$ cat src/rtl/mem_wb_writeback_pkg.sv
// Shared MIPS definitions: load-type codes and the hard-wired zero register.
package mips_pkg;

  typedef enum logic [2:0] {
    LW  = 3'd0,
    LB  = 3'd1,
    LBU = 3'd2,
    LH  = 3'd3,
    LHU = 3'd4
  } load_type_e;

  localparam logic [4:0] REG_ZERO = 5'd0;
  localparam int unsigned XLEN = 32;

endpackage

$ cat src/rtl/mem_wb_writeback_if.sv
// Connection between a load-data consumer (master) and the load_extract unit (slave).
interface mem_wb_writeback_if;
  logic [31:0] mem_data;
  logic [1:0]  off;
  logic [2:0]  load_type;
  logic [31:0] data;
  logic        misaligned;

  modport master (output mem_data, off, load_type, input  data, misaligned);
  modport slave  (input  mem_data, off, load_type, output data, misaligned);
endinterface

$ cat src/rtl/mem_wb_writeback_load_extract.sv
// Combinational big-endian sub-word extraction with sign/zero extension and
// alignment detection; codes outside the defined set behave as LW.
module load_extract
  import mips_pkg::*;
(
  mem_wb_writeback_if.slave ext
);

  logic [7:0]  byte_lane [4];
  logic [15:0] half_lane [2];
  logic [7:0]  sel_byte;
  logic [15:0] sel_half;

  // Lane 0 is the most significant byte/halfword of the word.
  for (genvar gi = 0; gi < 4; gi++) begin : g_byte
    assign byte_lane[gi] = ext.mem_data[31 - 8*gi -: 8];
  end
  for (genvar gi = 0; gi < 2; gi++) begin : g_half
    assign half_lane[gi] = ext.mem_data[31 - 16*gi -: 16];
  end

  assign sel_byte = byte_lane[ext.off];
  assign sel_half = half_lane[ext.off[1]];

  always_comb begin
    ext.data       = ext.mem_data;
    ext.misaligned = 1'b0;
    case (ext.load_type)
      LB:  ext.data = {{24{sel_byte[7]}}, sel_byte};
      LBU: ext.data = {24'd0, sel_byte};
      LH: begin
        ext.data       = {{16{sel_half[15]}}, sel_half};
        ext.misaligned = ext.off[0];
      end
      LHU: begin
        ext.data       = {16'd0, sel_half};
        ext.misaligned = ext.off[0];
      end
      default: ext.misaligned = (ext.off != 2'd0);
    endcase
  end

endmodule

$ cat src/rtl/mem_wb_writeback.sv
// MEM/WB stage register plus writeback: result select, register-file write
// enable, forwarding tap and retired-instruction counter.
module mem_wb_writeback
  import mips_pkg::*;
#(
  parameter int WIDTH     = 32,
  parameter int CNT_WIDTH = 32
) (
  input  logic                 clk,
  input  logic                 rst,
  input  logic                 stall,
  input  logic                 flush,
  input  logic                 in_valid,
  input  logic                 in_reg_write,
  input  logic                 in_mem_to_reg,
  input  logic [2:0]           in_load_type,
  input  logic [4:0]           in_rd,
  input  logic [WIDTH-1:0]     in_alu_result,
  input  logic [WIDTH-1:0]     in_mem_data,
  output logic [4:0]           rd,
  output logic [WIDTH-1:0]     write_data,
  output logic                 regWrite,
  output logic                 fwd_valid,
  output logic [4:0]           fwd_rd,
  output logic [WIDTH-1:0]     fwd_data,
  output logic                 align_err,
  output logic [CNT_WIDTH-1:0] retired
);

  logic                 valid_q, valid_d;
  logic                 reg_write_q, reg_write_d;
  logic                 mem_to_reg_q, mem_to_reg_d;
  logic [2:0]           load_type_q, load_type_d;
  logic [4:0]           rd_q, rd_d;
  logic [WIDTH-1:0]     alu_q, alu_d;
  logic [WIDTH-1:0]     mem_q, mem_d;
  logic [CNT_WIDTH-1:0] retired_q, retired_d;

  mem_wb_writeback_if ext_if ();
  load_extract u_load_extract (.ext(ext_if.slave));

  assign ext_if.mem_data  = mem_q;
  assign ext_if.off       = alu_q[1:0];
  assign ext_if.load_type = load_type_q;

  always_comb begin
    valid_d      = valid_q;
    reg_write_d  = reg_write_q;
    mem_to_reg_d = mem_to_reg_q;
    load_type_d  = load_type_q;
    rd_d         = rd_q;
    alu_d        = alu_q;
    mem_d        = mem_q;
    retired_d    = retired_q;
    // The held instruction leaves the stage whenever it is not stalled.
    if (valid_q && !stall) begin
      retired_d = retired_q + CNT_WIDTH'(1);
    end
    if (flush) begin
      valid_d = 1'b0;
    end else if (!stall) begin
      valid_d      = in_valid;
      reg_write_d  = in_reg_write;
      mem_to_reg_d = in_mem_to_reg;
      load_type_d  = in_load_type;
      rd_d         = in_rd;
      alu_d        = in_alu_result;
      mem_d        = in_mem_data;
    end
  end

  always_ff @(posedge clk) begin
    if (rst) begin
      valid_q      <= 1'b0;
      reg_write_q  <= 1'b0;
      mem_to_reg_q <= 1'b0;
      load_type_q  <= 3'd0;
      rd_q         <= REG_ZERO;
      alu_q        <= '0;
      mem_q        <= '0;
      retired_q    <= '0;
    end else begin
      valid_q      <= valid_d;
      reg_write_q  <= reg_write_d;
      mem_to_reg_q <= mem_to_reg_d;
      load_type_q  <= load_type_d;
      rd_q         <= rd_d;
      alu_q        <= alu_d;
      mem_q        <= mem_d;
      retired_q    <= retired_d;
    end
  end

  assign align_err  = valid_q & mem_to_reg_q & ext_if.misaligned;
  assign write_data = mem_to_reg_q ? ext_if.data : alu_q;
  assign regWrite   = valid_q & reg_write_q & (rd_q != REG_ZERO) & ~align_err;
  assign rd         = rd_q;
  assign fwd_valid  = regWrite;
  assign fwd_rd     = rd_q;
  assign fwd_data   = write_data;
  assign retired    = retired_q;

endmodule
$ cat config.mk
export PLATFORM = sky130hd
export DESIGN_NAME = mem_wb_writeback
export DESIGN_NICKNAME = d
export VERILOG_FILES = /design/src/rtl/mem_wb_writeback_pkg.sv /design/src/rtl/mem_wb_writeback_if.sv /design/src/rtl/mem_wb_writeback_load_extract.sv /design/src/rtl/mem_wb_writeback.sv
export SDC_FILE = /design/constraint.sdc
export NUM_CORES = 1
export LEC_CHECK = 0
export BUFFER_PORTS_ARGS = -buffer_cell sky130_fd_sc_hd__buf_2
export CAP_MARGIN = 0
export CORE_ASPECT_RATIO = 0.6
export CORE_UTILIZATION = 46
export DETAILED_ROUTE_END_ITERATION = 12
export GPL_ROUTABILITY_DRIVEN = 0
export GPL_TIMING_DRIVEN = 1
export HOLD_SLACK_MARGIN = 0.1
export PLACE_DENSITY = 0.77
export SLEW_MARGIN = 20
export SYNTH_ARGS = -nofsm -noshare
export SYNTH_HDL_FRONTEND = slang
export SYNTH_SLANG_ARGS = --single-unit
$ cat constraint.sdc
create_clock -name clk -period 1.9 [get_ports clk]
set_input_delay 0.095 -clock clk [delete_from_list [all_inputs] [get_ports clk]]
set_output_delay 0.095 -clock clk [all_outputs]
set_load 0.02 [all_outputs]
==> metrics <==
status finished with violations; failing checks setup timing; ANT cells 0; placed inst area 6840 sq um; met2 GRT Util 57.8%; clk_skew 0.00813 ns; crit path capture type primary output; Sum Neg Setup Slack -22.22 ns; WP data arrival 2.34 ns; routed len/inst 22.4 microns; worst slew pin tran 0.742 ns; drt first pass iters 7; largest net degree at the start of global routing 75; I/O Pins 188; vias in the first global route 6445; Yosys top cell area share 39.0%; Syn-to-layout area delta 73.9%; CP required 1.80 ns; final instance area 9560 sq um; Area contributors post-synth dfxtp_1 39%, nand2_1 13%, a21oi_1 9.3%; overall power 5830 uW; Fmax 411 MHz; Worst-Skew Late Latency 0.35 ns; CTS tree done; FILL cells 603; Antenna Violating Nets Remaining 0; Seq/Total Area, Yosys 39.0%; core area 11500 sq um; PnR worst setup slack -0.536 ns; GR Overflow Total 0; CTS Root Cell clkbuf_16; Final #Nets 1096; Die Ht 86.7 microns; max-cap violations 0; Hold Path Class input port to register; via count 7182; ys async rst share 0%; Multi-input gate area 3740 sq um; global route hottest layer met2; Lkg Pwr 0.00394 uW; Die Width 143 microns; non-filler instance count after layout 1180; Post-synth EDFFs 0; Setup crit start kind register; Post-Syn Instances 740; post-synthesis register bit count 107; Synth Flop Type dfxtp_1; top cells by count, synth 186 x nand2_1, 107 x dfxtp_1, 102 x a21oi_1; cell taking the most area after synthesis dfxtp_1; count leader, synth nand2_1; first-pass GRT wire length 34.4 mm; detailed-placement wirelength estimate 12.4 mm; Netlist cell types 50; Cell Pwr Density 610 nW/um^2; Total GRT Usage 36.2%; placed cells 1053; Port Buf Inserts 187; grt met3 use 9.17%; Sequential Area 2200 sq um; Slew headroom 50.6%; RSZ-0062 raised after global routing yes; Num CTS Buffers 9; post-route clock period utilization 128%; met1 GRT Util 47.9%; drt total wl 26.4 mm; row count 30; DRC 0; Max Slew Vio Count 0; vias per inst 6.09; final hold viol count 0; Synth Cell Area 5500 sq um; final core occ 83.2%; Post-Syn Area per Cell 7.43 sq um; CP Class register to primary output; min cycle time layout 2.44 ns; initial drt markers 1150; yosys warns 0; top fanout value on the critical path 6; clk buf depth 2; layout cells sized above 1 42.5%; Peak VDD IR 0.000494 V; syn nets 820; clk sinks 107; Final Setup Violations 80; Initial Utilization 47.9%; Die ar. 12400 sq um; Clock transition at path regs 0.07 ns; initial antenna violation count 0; H-tree depth 3
-- cell families after synthesis --
| family | count (synthesis) | synth area share, % |
|---|---|---|
| and+or+nand+nor | 322 | 26.0 |
| AOI/OAI and AO/OA | 175 | 19.0 |
| buffers and inverters | 101 | 9.65 |
| muxes | 20 | 3.98 |
| DFF | 107 | 39.0 |
| adders and majority gates | 2 | 0.410 |
| xor gates and xnor gates | 13 | 2.07 |
-- report_power, final --
part,total (uW),switching [uW],internal (uW)
registers,2400,101,2300
logic,1520,808,713
clock network,1910,859,1050
-- repair_timing --
action                                  4_1_cts  5_1_grt
endpoints found under the setup margin       76       77
hold buffers                                 76        0
resized for setup                           199      116
endpoints found under the hold margin        75        0
pin swaps                                    60       44
buffers inserted                             17       15
cloned                                        3        1
-- final timing paths --
path / start / end / slack, ns / cells past startpoint
worst max-delay path: ext_if.load_type[1] / write_data[14] / -0.54 / 8
worst min-delay path: rst / retired[20] / 0.23 / 2
worst min register to register: alu_q[27] / alu_q[27] / 0.46 / 2
worst max register to register: retired[14] / retired[22] / -0.15 / 5
-- metrics by stage --
step	setup WS [ns]	hold WS, ns
after CTS	-0.265	0.199
after global placement	-0.0716	0.338
after detailed placement	-0.0839	0.337
after global routing	-0.549	0.242
after floorplan	-0.0480	0.174
final	-0.536	0.230
-- final cells by class --
| class | instances | area share [%] |
|---|---|---|
| clock inverter | 5 | 0.563 |
| timing repair buffer | 356 | 32.2 |
| sequential | 107 | 23.0 |
| clock buffer | 10 | 2.50 |
| inverter | 10 | 0.458 |
| tap | 160 | 2.09 |
| multi-input combinational | 532 | 39.1 |
-- layer usage --
metal	part of all wire (%)	vias to the layer above
li1	-	3080
met1	39	3353
met2	44	605
met3	12	144
met4	5.3	0
met5	0	-
-- critical path: stages, from the launching register on --
cell,delay (ns)
dfxtp_4,0.42
buf_6,0.14
buf_6,0.12
nor3b_4,0.06
buf_6,0.13
a222oi_1,0.66
buf_4,0.25
a21oi_4,0.07
buf_6,0.14
-- sequential cells by signal (all words and copies together), names as in the netlist --
name and count:
alu_q 32, ext_if.load_type 3, ext_if.mem_data 32, fwd_rd 5, mem_to_reg_q 1, reg_write_q 1, retired 32, valid_q 1
-- cell usage in the layout, fill, tap and decap left out, types with 5 or more instances in the layout --
master / n
dlygate4sd3_1: 76
xor2_1: 7
mux2_2: 7
dfxtp_4: 14
mux2_4: 8
nand2_1: 167
xnor2_1: 5
dfxtp_1: 87
nor3_1: 5
buf_12: 14
buf_4: 70
and4_1: 5
a21oi_1: 90
buf_6: 72
a21oi_2: 8
a222oi_1: 7
a31oi_4: 23
or4_4: 5
or3_1: 5
nand2_4: 14
nor2b_1: 14
o21ai_0: 7
buf_2: 120
nor2_1: 52
or4_1: 5
dfxtp_2: 6
clkbuf_16: 11
inv_1: 8
o31ai_1: 5
nand3_1: 8
nand4_1: 11
a22o_1: 6
(Power assumes the default switching activity.)
